## src/rtl/mem_burst_master.sv

```systemverilog
// Burst initiator for an 8-bit single-port memory: one access per clock, wrapping address.
// Define MEM_BURST_MASTER_WR_VERIFY_EN to read back and compare every written beat.
module mem_burst_master #(
  parameter int ADDR_W = 8,
  parameter int DATA_W = 8
) (
  input  logic              clk,
  input  logic              rst,
  input  logic              cmd_valid,
  output logic              cmd_ready,
  input  logic              cmd_rw,
  input  logic [ADDR_W-1:0] cmd_addr,
  input  logic [7:0]        cmd_len,
  input  logic              wr_valid,
  output logic              wr_ready,
  input  logic [DATA_W-1:0] wr_data,
  output logic              rd_valid,
  output logic [DATA_W-1:0] rd_data,
  output logic              busy,
  output logic              done,
  output logic              vfy_err,
  output logic              mem_r_w,
  output logic [ADDR_W-1:0] mem_addr,
  output logic [DATA_W-1:0] mem_wdata,
  input  logic [DATA_W-1:0] mem_rdata
);

  typedef enum logic [2:0] {
    ST_IDLE    = 3'd0,
    ST_WR      = 3'd1,
    ST_RD      = 3'd2,
    ST_RD_TAIL = 3'd3,
    ST_DONE    = 3'd4,
    ST_WR_CHK  = 3'd5,
    ST_WR_CMP  = 3'd6
  } state_t;

  state_t            state_q, state_d;
  logic [ADDR_W-1:0] cur_addr_q, cur_addr_d;
  logic [7:0]        beats_left_q, beats_left_d;
  logic              rd_valid_q, rd_valid_d;
  logic              done_q, done_d;
`ifdef MEM_BURST_MASTER_WR_VERIFY_EN
  logic              vfy_err_q, vfy_err_d;
  logic [ADDR_W-1:0] sv_addr_q, sv_addr_d;
  logic [DATA_W-1:0] sv_data_q, sv_data_d;
  logic              last_q, last_d;
`endif

  // Handshakes: a transfer happens on a rising edge where valid and ready are both high;
  // valid never waits for ready, and ready is a pure function of the current state.
  always_comb begin
    state_d      = state_q;
    cur_addr_d   = cur_addr_q;
    beats_left_d = beats_left_q;
    rd_valid_d   = (state_q == ST_RD);
    done_d       = 1'b0;
`ifdef MEM_BURST_MASTER_WR_VERIFY_EN
    vfy_err_d    = vfy_err_q;
    sv_addr_d    = sv_addr_q;
    sv_data_d    = sv_data_q;
    last_d       = last_q;
`endif
    case (state_q)
      ST_IDLE: begin
        if (cmd_valid) begin
          cur_addr_d   = cmd_addr;
          beats_left_d = cmd_len;
`ifdef MEM_BURST_MASTER_WR_VERIFY_EN
          vfy_err_d    = 1'b0;
`endif
          state_d      = cmd_rw ? ST_RD : ST_WR;
        end
      end
      ST_WR: begin
        if (wr_valid) begin
          cur_addr_d = cur_addr_q + ADDR_W'(1);
          if (beats_left_q != 8'd0) beats_left_d = beats_left_q - 8'd1;
`ifdef MEM_BURST_MASTER_WR_VERIFY_EN
          sv_addr_d = cur_addr_q;
          sv_data_d = wr_data;
          last_d    = (beats_left_q == 8'd0);
          state_d   = ST_WR_CHK;
`else
          if (beats_left_q == 8'd0) begin
            state_d = ST_DONE;
            done_d  = 1'b1;
          end
`endif
        end
      end
      ST_RD: begin
        cur_addr_d = cur_addr_q + ADDR_W'(1);
        if (beats_left_q == 8'd0) state_d = ST_RD_TAIL;
        else beats_left_d = beats_left_q - 8'd1;
      end
      ST_RD_TAIL: begin
        state_d = ST_DONE;
        done_d  = 1'b1;
      end
      ST_DONE: state_d = ST_IDLE;
`ifdef MEM_BURST_MASTER_WR_VERIFY_EN
      ST_WR_CHK: state_d = ST_WR_CMP;
      ST_WR_CMP: begin
        // mem_rdata now holds the registered read of the address issued in WR_CHK
        if (mem_rdata != sv_data_q) vfy_err_d = 1'b1;
        if (last_q) begin
          state_d = ST_DONE;
          done_d  = 1'b1;
        end else begin
          state_d = ST_WR;
        end
      end
`endif
      default: state_d = ST_IDLE;
    endcase
  end

  always_ff @(posedge clk) begin
    if (rst) begin
      state_q      <= ST_IDLE;
      cur_addr_q   <= '0;
      beats_left_q <= 8'd0;
      rd_valid_q   <= 1'b0;
      done_q       <= 1'b0;
`ifdef MEM_BURST_MASTER_WR_VERIFY_EN
      vfy_err_q    <= 1'b0;
      sv_addr_q    <= '0;
      sv_data_q    <= '0;
      last_q       <= 1'b0;
`endif
    end else begin
      state_q      <= state_d;
      cur_addr_q   <= cur_addr_d;
      beats_left_q <= beats_left_d;
      rd_valid_q   <= rd_valid_d;
      done_q       <= done_d;
`ifdef MEM_BURST_MASTER_WR_VERIFY_EN
      vfy_err_q    <= vfy_err_d;
      sv_addr_q    <= sv_addr_d;
      sv_data_q    <= sv_data_d;
      last_q       <= last_d;
`endif
    end
  end

  // Status outputs are masked during reset so a reset cycle never looks like activity.
  assign cmd_ready = ~rst & (state_q == ST_IDLE);
  assign busy      = ~rst & (state_q != ST_IDLE);
  assign wr_ready  = ~rst & (state_q == ST_WR);
  assign done      = ~rst & done_q;
  assign rd_valid  = ~rst & rd_valid_q;
  assign rd_data   = mem_rdata;
  assign mem_r_w   = ~(wr_ready & wr_valid);
  assign mem_wdata = wr_data;
`ifdef MEM_BURST_MASTER_WR_VERIFY_EN
  assign mem_addr  = ((state_q == ST_WR_CHK) || (state_q == ST_WR_CMP)) ? sv_addr_q : cur_addr_q;
  assign vfy_err   = ~rst & vfy_err_q;
`else
  assign mem_addr  = cur_addr_q;
  assign vfy_err   = 1'b0;
`endif

endmodule

```

## config.mk

```make
export PLATFORM = sky130hd
export DESIGN_NAME = mem_burst_master
export DESIGN_NICKNAME = d
export VERILOG_FILES = /design/src/rtl/mem_burst_master.sv
export SDC_FILE = /design/constraint.sdc
export NUM_CORES = 1
export LEC_CHECK = 0
export CORE_ASPECT_RATIO = 0.75
export CORE_MARGIN = 2
export CORE_UTILIZATION = 40
export DETAILED_ROUTE_END_ITERATION = 6
export PLACE_DENSITY = 0.78
export SLEW_MARGIN = 20
export SYNTH_ARGS = -nofsm -noshare
export SYNTH_HDL_FRONTEND = slang
export SYNTH_SLANG_ARGS = --single-unit
```

## constraint.sdc

```tcl
create_clock -name clk -period 2.8 [get_ports clk]
set_input_delay 0.56 -clock clk [delete_from_list [all_inputs] [get_ports clk]]
set_output_delay 0.56 -clock clk [all_outputs]
set_load 0.005 [all_outputs]
```

## Word-level counts from Yosys, hierarchy flattened

Index checks and enable logic that the tools add are counted.

- Register bits: 21
- Output and inout bits: 31

- Eq/ne operators: 9
- Bitwise logic cells: 8
- Reduce and logical (&&, ||, !) cells: 8
- $add $sub $neg: 2
- Muxes and demuxes: 17

Operator list:

| kind | count |
|---|---|
| $mux W8 | 6 |
| $pmux W8 S3 | 2 |
| $mux W3 | 4 |
| $pmux W3 S4 | 1 |
| $ne A2 B2 Y1 const B | 5 |
| $add A8 B1 Y8 const B | 1 |
| $logic_not A8 Y1 | 1 |
| $reduce_bool A8 Y1 | 1 |
| $sub A8 B1 Y8 const B | 1 |
| $and A1 B1 Y1 | 6 |
| $eq A3 B2 Y1 const B | 2 |
| $reduce_bool A3 Y1 | 2 |
| $reduce_and A5 Y1 | 1 |
| $reduce_and A4 Y1 | 1 |
| $eq A3 B1 Y1 const B | 1 |
| $logic_not A3 Y1 | 1 |
| $reduce_and A3 Y1 | 1 |
| $mux W1 | 2 |
| $mux W2 | 1 |
| $ne A2 B1 Y1 const B | 1 |
| $not A1 Y1 | 2 |
| $pmux W1 S2 | 1 |

## Longest topological paths before layout

- Word-level depth: 4
- Depth in mapped cells: 6
- Gate-level depth less buffers: 6

## Least setup slack after synthesis

No wires, ideal clock.

- Path kind: register to register
- Start: register beats_left_q[2]
- End: register beats_left_q[7]
- Path slack: 1.027 ns
- Arrival: 1.641 ns
- Stages on the path, launching flop included: 5
- Data required time: 2.668 ns
- Clock period less this slack: 1.773 ns
- Path buffers: 0
- Cell sequence: dfxtp_1 or4_4 or4_1 a211oi_2 o32ai_1

- Longest elaborated chain between the ends: 4
- Elaborated cells between the ends (all ways): 10
- Those cells by class: add/sub: 1; eq/ne: 2; mux: 4; reduce/logical: 3

Ends and longest elaborated chain:

| element | line | source |
|---|---|---|
| start, declared | 40 | `logic [7:0] beats_left_q, beats_left_d;` |
| start signal, assigned | 135 | `beats_left_q <= beats_left_d;` |
| $sub A8 B1 Y8 | 78, 95 |  |
| $mux W8 | 78 | `if (beats_left_q != 8'd0) beats_left_d = beats_left_q - 8'd1;` |
| $mux W8 | 76 | `if (wr_valid) begin` |
| $pmux W8 S3 | 64 | `case (state_q)` |

Parallel ways exist; a longest one is shown, timed or not. The select of a mux whose other input is x is not followed.
A chain may end at the register's enable or synchronous reset.

## Worst setup path in the final report

- Start: input rst
- End: output wr_ready

- Longest elaborated chain between the ends: 2

Ends and longest elaborated chain:

| element | line | source |
|---|---|---|
| start, declared | 8 | `input logic rst,` |
| $not A1 Y1 | 150 | `assign wr_ready = ~rst & (state_q == ST_WR);` |
| $and A1 B1 Y1 | 150 |  |
| end, declared | 15 | `output logic wr_ready,` |

No other way between the ends.

==> results summary <==
In this run the post-CTS setup repair buffer count came out at 0. The count of nets left with antenna violations once routing finished came out at 0. Synthesis inferred 21 register bits. Clock tree synthesis selected as its root buffer the cell sky130_fd_sc_hd__clkbuf_8. The share of synthesized cell area in full adder, half adder and majority cells came out at 0.0253.

The combinational fraction of design power is 0.538. The peak fanout along the critical path came out at 8. The area added between synthesis and finish came out at 21.6%. Of the cells placed in the final design, the portion with a size suffix greater than 1 is 0.0859. Of the post-synthesis cell area, the dominant cell type holds 0.283.

Setup violations remaining at the end of the flow were counted as 0. The largest single stage delay on the critical path is 590 ps. The worst max-slew margin expressed relative to the limit came out at 0.596. TritonCTS built the clock tree. Synthesis produced 184 cells. Counting flops with a built-in enable in the synthesized netlist gives 0. The switching power of the nets is 0.000655 W. The worst register-to-register path has a setup slack of 670 ps.

The number of hold-slack violations in the final timing report is 0. The post-synthesis share of cell area spent on xor and xnor gates came out at 0.0110. The total half-perimeter wirelength after legalization and detailed placement came out at 2510 um.

The signal on the critical path passes through clkdlybuf4s50_1 > nor3_1 > clkdlybuf4s50_1. The Yosys warning count came out at 0. The flow ran to the end, and the final reports show no timing, DRC or antenna violations. For the pin with the worst max-slew slack, the measured transition is 600 ps.

The multiplexer share of the synthesized area came out at 0.00674. The mean instance size in the synthesized netlist is between 8 and 9 um^2. In the finished design, the share of the clock period the worst path needs comes to 0.914. Sorting the synthesized cells by area gives the leading types as sky130_fd_sc_hd__dfxtp_1 (28%), sky130_fd_sc_hd__buf_4 (9.1%), sky130_fd_sc_hd__nor4_1 (4.2%), sky130_fd_sc_hd__nor3_1 (4.0%), sky130_fd_sc_hd__a211oi_1 (3.5%). Setup repair after global routing left no endpoint under its margin. The number of diodes added for antenna fixing came out at 0. Summing over every cut layer, the via total after detailed routing is 1441. The global-route usage over all layers came out at 0.185. The violation count after the first detailed-route iteration is between 100 and 150. Measured in cells, the most critical reg-to-reg path has a length of 6.

The total of buffers placed on input and output ports came out at 34. By instance count, the leading cell after synthesis is sky130_fd_sc_hd__dfxtp_1. The switching part of the total power is 0.429. IR analysis of the VDD net gives a maximum drop of 0.602 mV. The die outline height came out at 56.8 um. The basic-gate share of the synthesized area counting and, or, nand and nor cells is 0.261. The critical register-to-register path endpoint is beats_left_q[1]. The clock tree skew after final layout is 5.41 ps. CTS saw 21 sinks. The die covers 4220 um^2.

The number of nets in the synthesized netlist is 224. The largest net degree at the start of global routing came out at 32. In this run the standard cell core region covers 3610 um^2. The sequential fraction of design power is 0.320. Internal power comes to 0.000871 W. The number of antenna violations at the first check in global routing is 0. In this design, the critical path's most frequently occurring cell is sky130_fd_sc_hd__clkdlybuf4s50_1. In this design, the largest share of critical-path delay is due to buffers and inverters. Counting both buffers and inverters, the worst setup path holds a total of 2. The leakage power total is 0.604 nW. The initial standard-cell utilization of the core came out at 0.411.

The wire length of the first global-routing pass is 6010 um. The post-synth design cell area is 1490 um^2. The worst slack on hold paths is 500 ps. The clock period could shrink to 2560 ps. The critical-path cell with the highest stage delay is sky130_fd_sc_hd__clkdlybuf4s50_1. Of the synthesized area, sequential elements account for 0.283. The total count of max-transition violations in the final report is 0. STA classifies the critical path endpoint as an output port. The mean number of vias per cell came out at 5.76. By area, the combinational part of the netlist is dominated by compound AO/OA/AOI/OAI gates. The via count of the first global-routing pass is 1265. The buffer levels on the longest clock path is 2.

For this run, asynchronously set or reset flops after synthesis account for 0. The total routed wirelength came out at 3750 um. The power density normalized to cell area is 845 nW/um^2.

The detailed-route DRC error count came out at 0. The row count came out at 19. The share of the synthesized area in compound gates (AO/OA/AOI/OAI) is 0.272. The I/O pin count is 68.

The required time of the critical path is 2240 ps. For this run the aggregate overflow at the end of global routing stands at 0. The post-layout total power is 0.00153 W.

The detailed-route wire length per cell came out at 15.0 um. The post-route setup TNS came out at 0 ps. Counting instances in the post-synthesis netlist gives the leading cell types as sky130_fd_sc_hd__dfxtp_1 (21), sky130_fd_sc_hd__buf_4 (18), sky130_fd_sc_hd__nor3_1 (12).

At the worst endpoint, the arrival time is 2000 ps. The H-tree depth reported by CTS is 1. Counting the buffers created by CTS gives 3. The last weighted congestion value of the routability-driven placer came out at 0.850. The biggest area contributor in the post-synthesis netlist is sky130_fd_sc_hd__dfxtp_1. The number of optimization iterations in the first detailed-route pass is 4. The clock latency at the later pin of the worst-skew pair came out at roughly 270 ps.

In this run the critical register-to-register path is launched from beats_left_q[0]. The number of buffers added to fix hold violations after cts is 0. The number of resized instances in the post-cts repair step is 0.

The total of max-cap violations came out at 0. In this run the most critical hold path is launched from mem_addr[7]. The cell depth of the worst hold path came out at 2. The path with the worst hold slack has its endpoint at mem_addr[7].

The min-delay analysis places its worst path in the category reg2reg. In this run the horizontal extent of the chip is between 70 and 80 um. The count of unique library cells instantiated by Yosys is 47. The most used flip-flop cell after synthesis is sky130_fd_sc_hd__dfxtp_1. The proportion of power drawn by the clock network came out at 0.142. The achievable frequency is 0.391 GHz. The critical path is of the in2out type. Clock-pin slew was measured on the worst setup and hold paths at 80 ps. The final net count is 239.

The worst setup path is launched from an input port.
[cells in the final DEF, fill, tap and decap left out, types with 3 or more instances in the layout]
| cell | netlist | layout |
|---|---|---|
| sky130_fd_sc_hd__clkdlybuf4s50_1 | 0 | 34 |
| sky130_fd_sc_hd__dfxtp_1 | 21 | 21 |
| sky130_fd_sc_hd__nor3_1 | 12 | 12 |
| sky130_fd_sc_hd__nor4_1 | 10 | 10 |
| sky130_fd_sc_hd__o21ai_1 | 9 | 9 |
| sky130_fd_sc_hd__nand2_1 | 8 | 8 |
| sky130_fd_sc_hd__a21oi_1 | 8 | 8 |
| sky130_fd_sc_hd__nand2b_1 | 7 | 7 |
| sky130_fd_sc_hd__a211oi_1 | 7 | 7 |
| sky130_fd_sc_hd__buf_4 | 18 | 7 |
| sky130_fd_sc_hd__nor2_1 | 6 | 6 |
| sky130_fd_sc_hd__inv_1 | 5 | 5 |
| sky130_fd_sc_hd__nand3_1 | 5 | 5 |
| sky130_fd_sc_hd__o32ai_1 | 5 | 5 |
| sky130_fd_sc_hd__a311oi_1 | 4 | 4 |
| sky130_fd_sc_hd__a31oi_1 | 4 | 4 |
| sky130_fd_sc_hd__o21a_1 | 4 | 4 |
| sky130_fd_sc_hd__or4_1 | 3 | 3 |
| sky130_fd_sc_hd__nor4b_1 | 3 | 3 |
| sky130_fd_sc_hd__ha_1 | 3 | 3 |
| sky130_fd_sc_hd__clkbuf_8 | 0 | 3 |
[metrics by stage]
stage	util	setup slack, ps	cells	cell area, um^2
6_report	0.500	240	250	1810
3_3_place_gp	0.486	231	246	1760
2_1_floorplan	-	1030	184	1490
5_1_grt	0.500	133	250	1810
3_5_place_dp	0.486	232	246	1760
4_1_cts	0.500	225	250	1810
[state kept, by name (all words and copies together), names as in the netlist]
name / flops
rd_valid_q: 1
beats_left_q: 8
done_q: 1
state_q: 3
mem_addr: 8
[worst register-to-register path: stages, from the launching register on]
cell and delay, ps:
sky130_fd_sc_hd__dfxtp_1 370, sky130_fd_sc_hd__inv_1 140, sky130_fd_sc_hd__ha_1 200, sky130_fd_sc_hd__nor3b_1 500, sky130_fd_sc_hd__nor4b_4 520, sky130_fd_sc_hd__a2111oi_1 120, sky130_fd_sc_hd__a211oi_1 210
[metal layers]
metal / share of wire / track usage / vias up
li1: - / - / 714
met1: 0.51 / 0.269 / 685
met2: 0.43 / 0.255 / 40
met3: 0.059 / 0.0628 / 2
met4: 0.0037 / 0.0510 / 0
met5: 0 / 0 / -
[logic make-up after synthesis]
kind of cell             count (synthesis)
AO/OA/AOI/OAI                           56
XOR/XNOR                                 1
adder cells (fa/ha/maj)                  3
buffers and inverters                   36
flip-flops                              21
multiplexers                             1
other                                    1
AND/OR/NAND/NOR                         65
[how the worst max path moves through the flow]
| stage | start | end | slack, ps | depth (start not counted) |
|---|---|---|---|---|
| finish | rst | wr_ready | 240 | 3 |
| global route | rst | mem_r_w | 130 | 4 |
| CTS | rst | wr_ready | 230 | 3 |
| detailed placement | rst | wr_ready | 230 | 3 |
| global placement | rst | wr_ready | 230 | 3 |
| floorplan | beats_left_q[2] | beats_left_q[7] | 1030 | 4 |
[final cells by class]
class | count | area (um^2)
fillers | 370 | 1810
multi-input cells | 127 | 860
flip-flops and latches | 21 | 420
repair buffers | 41 | 393
well taps | 52 | 65.1
clock buffers | 3 | 41.3
inverters | 5 | 18.8
clock inverters | 1 | 7.51
[power groups by stage]
stage	registers, W	logic (W)	clock network, W
final	0.000489	0.000821	0.000216
after global routing	0.000506	0.000899	0.000234
after CTS	0.000487	0.000813	0.000223
after detailed placement	0.000492	0.000806	0
after global placement	0.000492	0.000798	0
after floorplan	0.000460	0.000600	0
Note: power is estimated with default switching activity, not from simulation.
